`src/rtl/mem_ctrl.sv`:
```
// mem_ctrl: single-outstanding load/store sequencer in front of a BRAM that
// has a registered 1-cycle read port and a level-sensitive write enable.
// Optional store-to-load forwarding is built when MEM_CTRL_FWD_EN is defined.
//
// Handshake: a request transfers on a rising edge where req_valid and
// req_ready are both 1. req_ready is 1 only in IDLE, and request inputs are
// ignored in every other state. rsp_valid is a one-cycle pulse with no
// backpressure; the CPU must take it in that cycle.
module mem_ctrl #(
    parameter int BUS_WIDTH  = 8,
    parameter int DATA_WIDTH = 8
) (
    input  logic                  clk,
    input  logic                  n_rst,
    input  logic                  req_valid,
    input  logic                  req_we,
    input  logic [BUS_WIDTH-1:0]  req_addr,
    input  logic [DATA_WIDTH-1:0] req_wdata,
    output logic                  req_ready,
    output logic                  rsp_valid,
    output logic [DATA_WIDTH-1:0] rsp_rdata,
    output logic                  busy,
    output logic [BUS_WIDTH-1:0]  mem_addr_rd,
    output logic [BUS_WIDTH-1:0]  mem_addr_wr,
    output logic [DATA_WIDTH-1:0] mem_data_wr,
    output logic                  mem_rd_en,
    output logic                  mem_wr_en,
    input  logic [DATA_WIDTH-1:0] mem_data_rd,
    output logic [2:0]            dbg_state
);

    // IDLE is encoded as 0 so the debug view reads 0 whenever the block rests.
    typedef enum logic [2:0] {
        IDLE     = 3'd0,
        RD       = 3'd1,
        RESP     = 3'd2,
        WR_SETUP = 3'd3,
        WR_PULSE = 3'd4,
        WR_HOLD  = 3'd5
`ifdef MEM_CTRL_FWD_EN
        ,
        FWD      = 3'd6
`endif
    } state_e;

    state_e                state_q, state_d;
    logic [BUS_WIDTH-1:0]  mem_addr_rd_q, mem_addr_rd_d;
    logic [BUS_WIDTH-1:0]  mem_addr_wr_q, mem_addr_wr_d;
    logic [DATA_WIDTH-1:0] mem_data_wr_q, mem_data_wr_d;
    logic                  mem_rd_en_q, mem_rd_en_d;
    logic                  mem_wr_en_q, mem_wr_en_d;
    logic                  rsp_valid_q, rsp_valid_d;

`ifdef MEM_CTRL_FWD_EN
    logic                  fwd_valid_q, fwd_valid_d;
    logic [BUS_WIDTH-1:0]  fwd_addr_q, fwd_addr_d;
    logic [DATA_WIDTH-1:0] fwd_data_q, fwd_data_d;
    logic [DATA_WIDTH-1:0] fwd_rsp_q, fwd_rsp_d;
`endif

    // Next-state and next-output logic; every mem_* pin is a flop output so
    // nothing from req_* reaches the RAM combinationally.
    always_comb begin
        state_d       = state_q;
        mem_addr_rd_d = mem_addr_rd_q;
        mem_addr_wr_d = mem_addr_wr_q;
        mem_data_wr_d = mem_data_wr_q;
        mem_rd_en_d   = 1'b0;
        mem_wr_en_d   = 1'b0;
        rsp_valid_d   = 1'b0;
`ifdef MEM_CTRL_FWD_EN
        fwd_valid_d   = fwd_valid_q;
        fwd_addr_d    = fwd_addr_q;
        fwd_data_d    = fwd_data_q;
        fwd_rsp_d     = '0;
`endif
        case (state_q)
            IDLE: begin
                if (req_valid) begin
                    if (req_we) begin
                        // Write address/data change only on this edge and
                        // stay put across the whole write pulse.
                        state_d       = WR_SETUP;
                        mem_addr_wr_d = req_addr;
                        mem_data_wr_d = req_wdata;
                    end else begin
`ifdef MEM_CTRL_FWD_EN
                        if (fwd_valid_q && (fwd_addr_q == req_addr)) begin
                            state_d     = FWD;
                            rsp_valid_d = 1'b1;
                            fwd_rsp_d   = fwd_data_q;
                        end else begin
                            state_d       = RD;
                            mem_rd_en_d   = 1'b1;
                            mem_addr_rd_d = req_addr;
                        end
`else
                        state_d       = RD;
                        mem_rd_en_d   = 1'b1;
                        mem_addr_rd_d = req_addr;
`endif
                    end
                end
            end
            RD: begin
                // RAM captures the read this edge; its data is valid in RESP.
                state_d     = RESP;
                rsp_valid_d = 1'b1;
            end
            RESP: begin
                state_d = IDLE;
            end
            WR_SETUP: begin
                state_d     = WR_PULSE;
                mem_wr_en_d = 1'b1;
            end
            WR_PULSE: begin
                state_d     = WR_HOLD;
                rsp_valid_d = 1'b1;
`ifdef MEM_CTRL_FWD_EN
                fwd_valid_d = 1'b1;
                fwd_addr_d  = mem_addr_wr_q;
                fwd_data_d  = mem_data_wr_q;
`endif
            end
            WR_HOLD: begin
                state_d = IDLE;
            end
`ifdef MEM_CTRL_FWD_EN
            FWD: begin
                state_d = IDLE;
            end
`endif
            default: begin
                state_d = IDLE;
            end
        endcase
    end

    // State and registered outputs; async reset drops the write enable at once.
    always_ff @(posedge clk or negedge n_rst) begin
        if (!n_rst) begin
            state_q       <= IDLE;
            mem_addr_rd_q <= '0;
            mem_addr_wr_q <= '0;
            mem_data_wr_q <= '0;
            mem_rd_en_q   <= 1'b0;
            mem_wr_en_q   <= 1'b0;
            rsp_valid_q   <= 1'b0;
`ifdef MEM_CTRL_FWD_EN
            fwd_valid_q   <= 1'b0;
            fwd_addr_q    <= '0;
            fwd_data_q    <= '0;
            fwd_rsp_q     <= '0;
`endif
        end else begin
            state_q       <= state_d;
            mem_addr_rd_q <= mem_addr_rd_d;
            mem_addr_wr_q <= mem_addr_wr_d;
            mem_data_wr_q <= mem_data_wr_d;
            mem_rd_en_q   <= mem_rd_en_d;
            mem_wr_en_q   <= mem_wr_en_d;
            rsp_valid_q   <= rsp_valid_d;
`ifdef MEM_CTRL_FWD_EN
            fwd_valid_q   <= fwd_valid_d;
            fwd_addr_q    <= fwd_addr_d;
            fwd_data_q    <= fwd_data_d;
            fwd_rsp_q     <= fwd_rsp_d;
`endif
        end
    end

    assign req_ready   = (state_q == IDLE);
    assign busy        = ~req_ready;
    assign rsp_valid   = rsp_valid_q;
    assign mem_addr_rd = mem_addr_rd_q;
    assign mem_addr_wr = mem_addr_wr_q;
    assign mem_data_wr = mem_data_wr_q;
    assign mem_rd_en   = mem_rd_en_q;
    assign mem_wr_en   = mem_wr_en_q;
    assign dbg_state   = state_q;

    // Load data passes straight from the RAM's output register during RESP;
    // a store ack (and idle) reads as 0, a forwarded load as the saved data.
`ifdef MEM_CTRL_FWD_EN
    assign rsp_rdata = (state_q == RESP) ? mem_data_rd : fwd_rsp_q;
`else
    assign rsp_rdata = (state_q == RESP) ? mem_data_rd : '0;
`endif

endmodule

```
`config.mk`:
```
export PLATFORM = sky130hd
export DESIGN_NAME = mem_ctrl
export DESIGN_NICKNAME = d
export VERILOG_FILES = /design/src/rtl/mem_ctrl.sv
export SDC_FILE = /design/constraint.sdc
export NUM_CORES = 1
export LEC_CHECK = 0
export CAP_MARGIN = 20
export CELL_PAD_IN_SITES_DETAIL_PLACEMENT = 0
export CELL_PAD_IN_SITES_GLOBAL_PLACEMENT = 2
export CORE_MARGIN = 10
export CORE_UTILIZATION = 25
export CTS_BUF_LIST = sky130_fd_sc_hd__clkbuf_8
export DETAILED_ROUTE_END_ITERATION = 16
export GPL_ROUTABILITY_DRIVEN = 0
export PLACE_DENSITY_LB_ADDON = 0.1
export SLEW_MARGIN = 20
export SYNTH_ARGS = -nofsm -noshare
export SYNTH_HDL_FRONTEND = slang
export SYNTH_SLANG_ARGS = --single-unit
```
`constraint.sdc`:
```
create_clock -name clk -period 2 [get_ports clk]
set_input_delay 0.2 -clock clk [delete_from_list [all_inputs] [get_ports clk]]
set_output_delay 0.2 -clock clk [all_outputs]
set_load 0.01 [all_outputs]
```
# Word-level counts from Yosys, hierarchy flattened
# Cells that the tools add are included.
[word_totals]
reg_bits = 30
latch_bits = 0
ram_bits = 0
mem_bits_ro = 0
input_bits = 28
output_inout_bits = 40
elab_cells = 27
memories = 0
[classes]
addsub = 0
mul = 0
div_mod_pow = 0
n_lt_le_gt_ge = 0
eq_ne = 5
shifts = 0
muxes = 9
bitwise_logic = 2
reduce_logical = 4
[ops]
columns = ["operator", "n"]
rows = [
  ["$pmux W3 S4", 1],
  ["$mux W8", 1],
  ["$eq A3 B2 Y1 const B", 2],
  ["$reduce_and A3 Y1", 2],
  ["$mux W1", 5],
  ["$eq A3 B1 Y1 const B", 1],
  ["$eq A3 B3 Y1 const B", 1],
  ["$logic_not A3 Y1", 1],
  ["$mux W3", 1],
  ["$mux W2", 1],
  ["$ne A2 B2 Y1 const B", 1],
  ["$not A1 Y1", 2],
  ["$reduce_or A2 Y1", 1],
]

# Logic depth before layout (Yosys ltp)
[depth]
ltp_word = 3
depth_mapped = 6
ltp_nobuf = 3

# Least setup slack after synthesis
# OpenSTA, ideal clock, no wires.
[synth_path]
kind = "reg2reg"
from = "register state_q[2], in the netlist dbg_state[2]"
to = "register mem_addr_wr_q[6], in the netlist mem_addr_wr[6]"
setup_time_ps = 125
arrival_ps = 1543
required_time_ps = 1875
setup_slack_ps = 332
path_stages_with_launch = 7
path_buffers = 3
period_less_slack_ps = 1668
path_cell_list = "dfrtp_1 -> buf_2 -> nor3_4 -> and3_4 -> buf_6 -> buf_12 -> mux2_4"
[synth_between]
elab_chain_cells = 2
[synth_lines]
columns = ["item", "line_no", "source"]
rows = [
  ["start: declaration", "46", "state_e state_q, state_d;"],
  ["start signal: assignment", "157", "state_q <= state_d;"],
  ["$logic_not A3 Y1", "n/a", ""],
  ["net req_ready", "19", "output logic req_ready,"],
  ["$reduce_and A3 Y1 (no source line)", "n/a", ""],
  ["end signal: assignment", "159", "mem_addr_wr_q <= mem_addr_wr_d;"],
  ["end: declaration", "48", "logic [BUS_WIDTH-1:0] mem_addr_wr_q, mem_addr_wr_d;"],
]
# The timed path passes the listed nets, and every way through them passes these cells.
# A chain may end at the register's enable or synchronous reset.

# Worst setup path after layout
[layout_path]
from = "register state_q[1], in the netlist dbg_state[1]"
to = "output rsp_rdata[3]"
[layout_between]
elab_chain_cells = 2
[layout_lines]
columns = ["item", "line_no", "source"]
rows = [
  ["$eq A3 B2 Y1", "188", "assign rsp_rdata = (state_q == RESP) ? mem_data_rd : '0;"],
  ["$mux W8", "188", ""],
  ["end: declaration", "21", "output logic [DATA_WIDTH-1:0] rsp_rdata,"],
]
# No other way between the ends.

==> flow_summary_export.csv <==
group,metric,value,unit
pwr,p_per_area,1520,mW/mm²
synth,synth-seq-cells,30,
clocking,htreeDepth,2,
cells_and_area,drive_gt1_share,26.6,%
timing,fin_ws,0.0882,ns
global_routing,antenna_found_initial,0,
clocking,ctsHoldBuffers,0,
place,hpwl,2630,µm
synth,synth_area_per_cell,15.6,µm²
worst_setup_path,arrival,1.71,ns
route,first_pass_iters,2,
floorplanning,ios,68,
worst_setup_path,critPathSlowestCell,"clkdlybuf4s50_1",
floorplanning,die_w,90.6,µm
timing,fmax,523,MHz
timing,slew_headroom,73.8,%
status,outcome,"completed",
clocking,cts_buffer_depth,2,
worst_setup_path,crit_path_cell_trace,"nor3b_1 -> buf_4 -> and2_1 -> clkdlybuf4s50_1",
clocking,cts_tree,"done",
cells_and_area,fin_area,0.00210,mm²
pwr,peakVddDrop,0.772,mV
synth,synthesis.nets,108,
synth,ys.flop_type,"dfrtp_1",
job,drv_cap,0,
timing,tightest_slew,0.393,ns
route,post_drt_wl_per_cell,15.1,µm
cells_and_area,n_antenna_cell,0,
timing,final-hold-violation-count,0,
clocking,numCtsBuffers,5,
worst_setup_path,cp.required,1.80,ns
worst_setup_path,criticalPathCategory,"register to output port",
global_routing,grt_overflow,0,
timing,clock_skew,0.00459,ns
worst_setup_path,crit_path_max_incr_delay,0.54,ns
route,vias,901,
synth,ys_types,19,
synth,netlist_instances,80,
timing,final_max_slew_viol_count,0,
worst_setup_path,cp_top_family,"buffers and inverters",
synth,synth_edf_count,0,
clocking,clock_sinks,30,
worst_setup_path,endpoint_kind,"output port",
synth,synth-async-reset-ratio,100,%
clocking,clk_latency,0.27,ns
global_routing,grt_pass1_wl,5470,µm
route,antenna_left,0,
worst_setup_path,crit_path_max_fanout,8,
synth,netlist_area,0.00125,mm²
worst_setup_path,worst-path-buf-inv,2,
timing,finalCritPeriodShare,95.6,%
global_routing,grt_max_degree,31,
timing,finalCriticalPeriod,1.91,ns
place,portBuffers,67,
cells_and_area,areaGrowthSynthToFinish,68.2,%
cells_and_area,n_fill_cell,459,
floorplanning,dieArea,0.00822,mm²
global_routing,grt.total_usage,8.60,%
route,initialDrtViolationCount,20,
min_path,hold_path_class,"input port to async pin",
timing,setup_viol,0,
floorplanning,die_h,90.6,µm
route,wl,3400,µm
global_routing,first_global_vias,993,
pwr,power_leakage,0.927,nW
floorplanning,start_util,26.1,%
clocking,clk_pin_slew_worst_paths,0.06,ns
floorplanning,rows,25,
route,vias_per_cell,4.00,
place,pre_cts_ws,0.251,ns
cells_and_area,nNetsFinal,185,
place,dpl_cell_area,0.00199,mm²
floorplanning,core_area,0.00479,mm²
route,drc,0,
synth,synth_warnings,0,
cells_and_area,final_util,43.8,%
pwr,p_total,0.00319,W
clocking,cts-root-buf,"clkbuf_8",
worst_setup_path,critPathLaunchType,"register",
synth,seq_area_frac_synth,60.2,%
worst paths after layout:
check | slack, ns | from | endpoint | cells after the start
setup reg to reg | 0.24 | dbg_state[1]$_DFFE_PN0P_ | mem_addr_wr[1]$_DFFE_PN0P_ | 4
setup / recovery | 0.09 | dbg_state[1]$_DFFE_PN0P_ | rsp_rdata[3] | 4
min in group clk | 0.50 | mem_addr_rd[0]$_DFFE_PN0P_ | mem_addr_rd[0]$_DFFE_PN0P_ | 1
hold / removal | 0.31 | n_rst | mem_data_wr[2]$_DFFE_PN0P_ | 2
hold reg to reg | 0.50 | mem_addr_rd[0]$_DFFE_PN0P_ | mem_addr_rd[0]$_DFFE_PN0P_ | 1
max in group asynchronous | 1.37 | n_rst | dbg_state[1]$_DFFE_PN0P_ | 2
metal layers:
layer | global-route usage, % | share of wire (%)
met1 | 8.83 | 39
met4 | 3.98 | 1.1
met3 | 3.99 | 7.1
met2 | 14.5 | 52
met5 | 0 | 0
cells in the final DEF (no fill, tap or decap), types with 2 or more instances in the layout:
cell type         n
clkdlybuf4s50_1  62
dfrtp_1          28
mux2_2           14
mux2_4           10
and2_1            8
clkbuf_8          6
buf_4             6
dlygate4sd2_1     5
nor2_1            3
inv_1             3
dfrtp_2           2
stage by stage:
step / hold slack (ns) / TNS (ns) / std cells
2_1_floorplan: -0.0956 / 0 / 80
3_3_place_gp: 0.487 / 0 / 214
3_5_place_dp: 0.492 / 0 / 214
4_1_cts: 0.322 / 0 / 223
5_1_grt: 0.364 / -0.00686 / 225
6_report: 0.313 / 0 / 225
sequential cells by signal, indices dropped and copies added (netlist names):
name,cells
mem_wr_en,1
dbg_state,3
rsp_valid,1
mem_rd_en,1
mem_data_wr,8
mem_addr_rd,8
mem_addr_wr,8
final cells by class:
class                   count  area, µm²  share of cell area, %
well taps                  67       83.8                   4.00
inverters                   2       7.51                  0.358
repair buffers             73        709                   33.8
multi-input cells          45        453                   21.6
clock inverters             2       8.76                  0.417
clock buffers               6       82.6                   3.94
flip-flops and latches     30        753                   35.9
where the power goes:
group | leakage (nW) | internal [W] | switching [W]
logic | 0.514 | 0.00105 | 0.000601
registers | 0.360 | 0.000903 | 0.000147
clock network | 0.0524 | 0.000272 | 0.000214
total | 0.927 | 0.00222 | 0.000962
cell families (layout without fill, tap and decap cells):
family | count (synthesis) | count (layout) | share of synthesized area (%)
multiplexers | 24 | 24 | 24.7
buffers and inverters | 5 | 83 | 3.51
AND/OR/NAND/NOR | 17 | 17 | 9.33
XOR/XNOR | 1 | 1 | 0.702
AO/OA/AOI/OAI | 3 | 3 | 1.60
flip-flops | 30 | 30 | 60.2
what timing repair did:
action	CTS	global route
buffers inserted	1	2
resized for setup	7	0
pin swaps	0	0
setup endpoints to repair	8	3
synth_stat cells (2+ instances only):
master	number	area (µm²)
and2_1	8	50.1
dfrtp_1	30	751
inv_1	2	7.51
mux2_2	14	158
mux2_4	10	150
nor2_1	3	11.3
(Power assumes the default switching activity.)
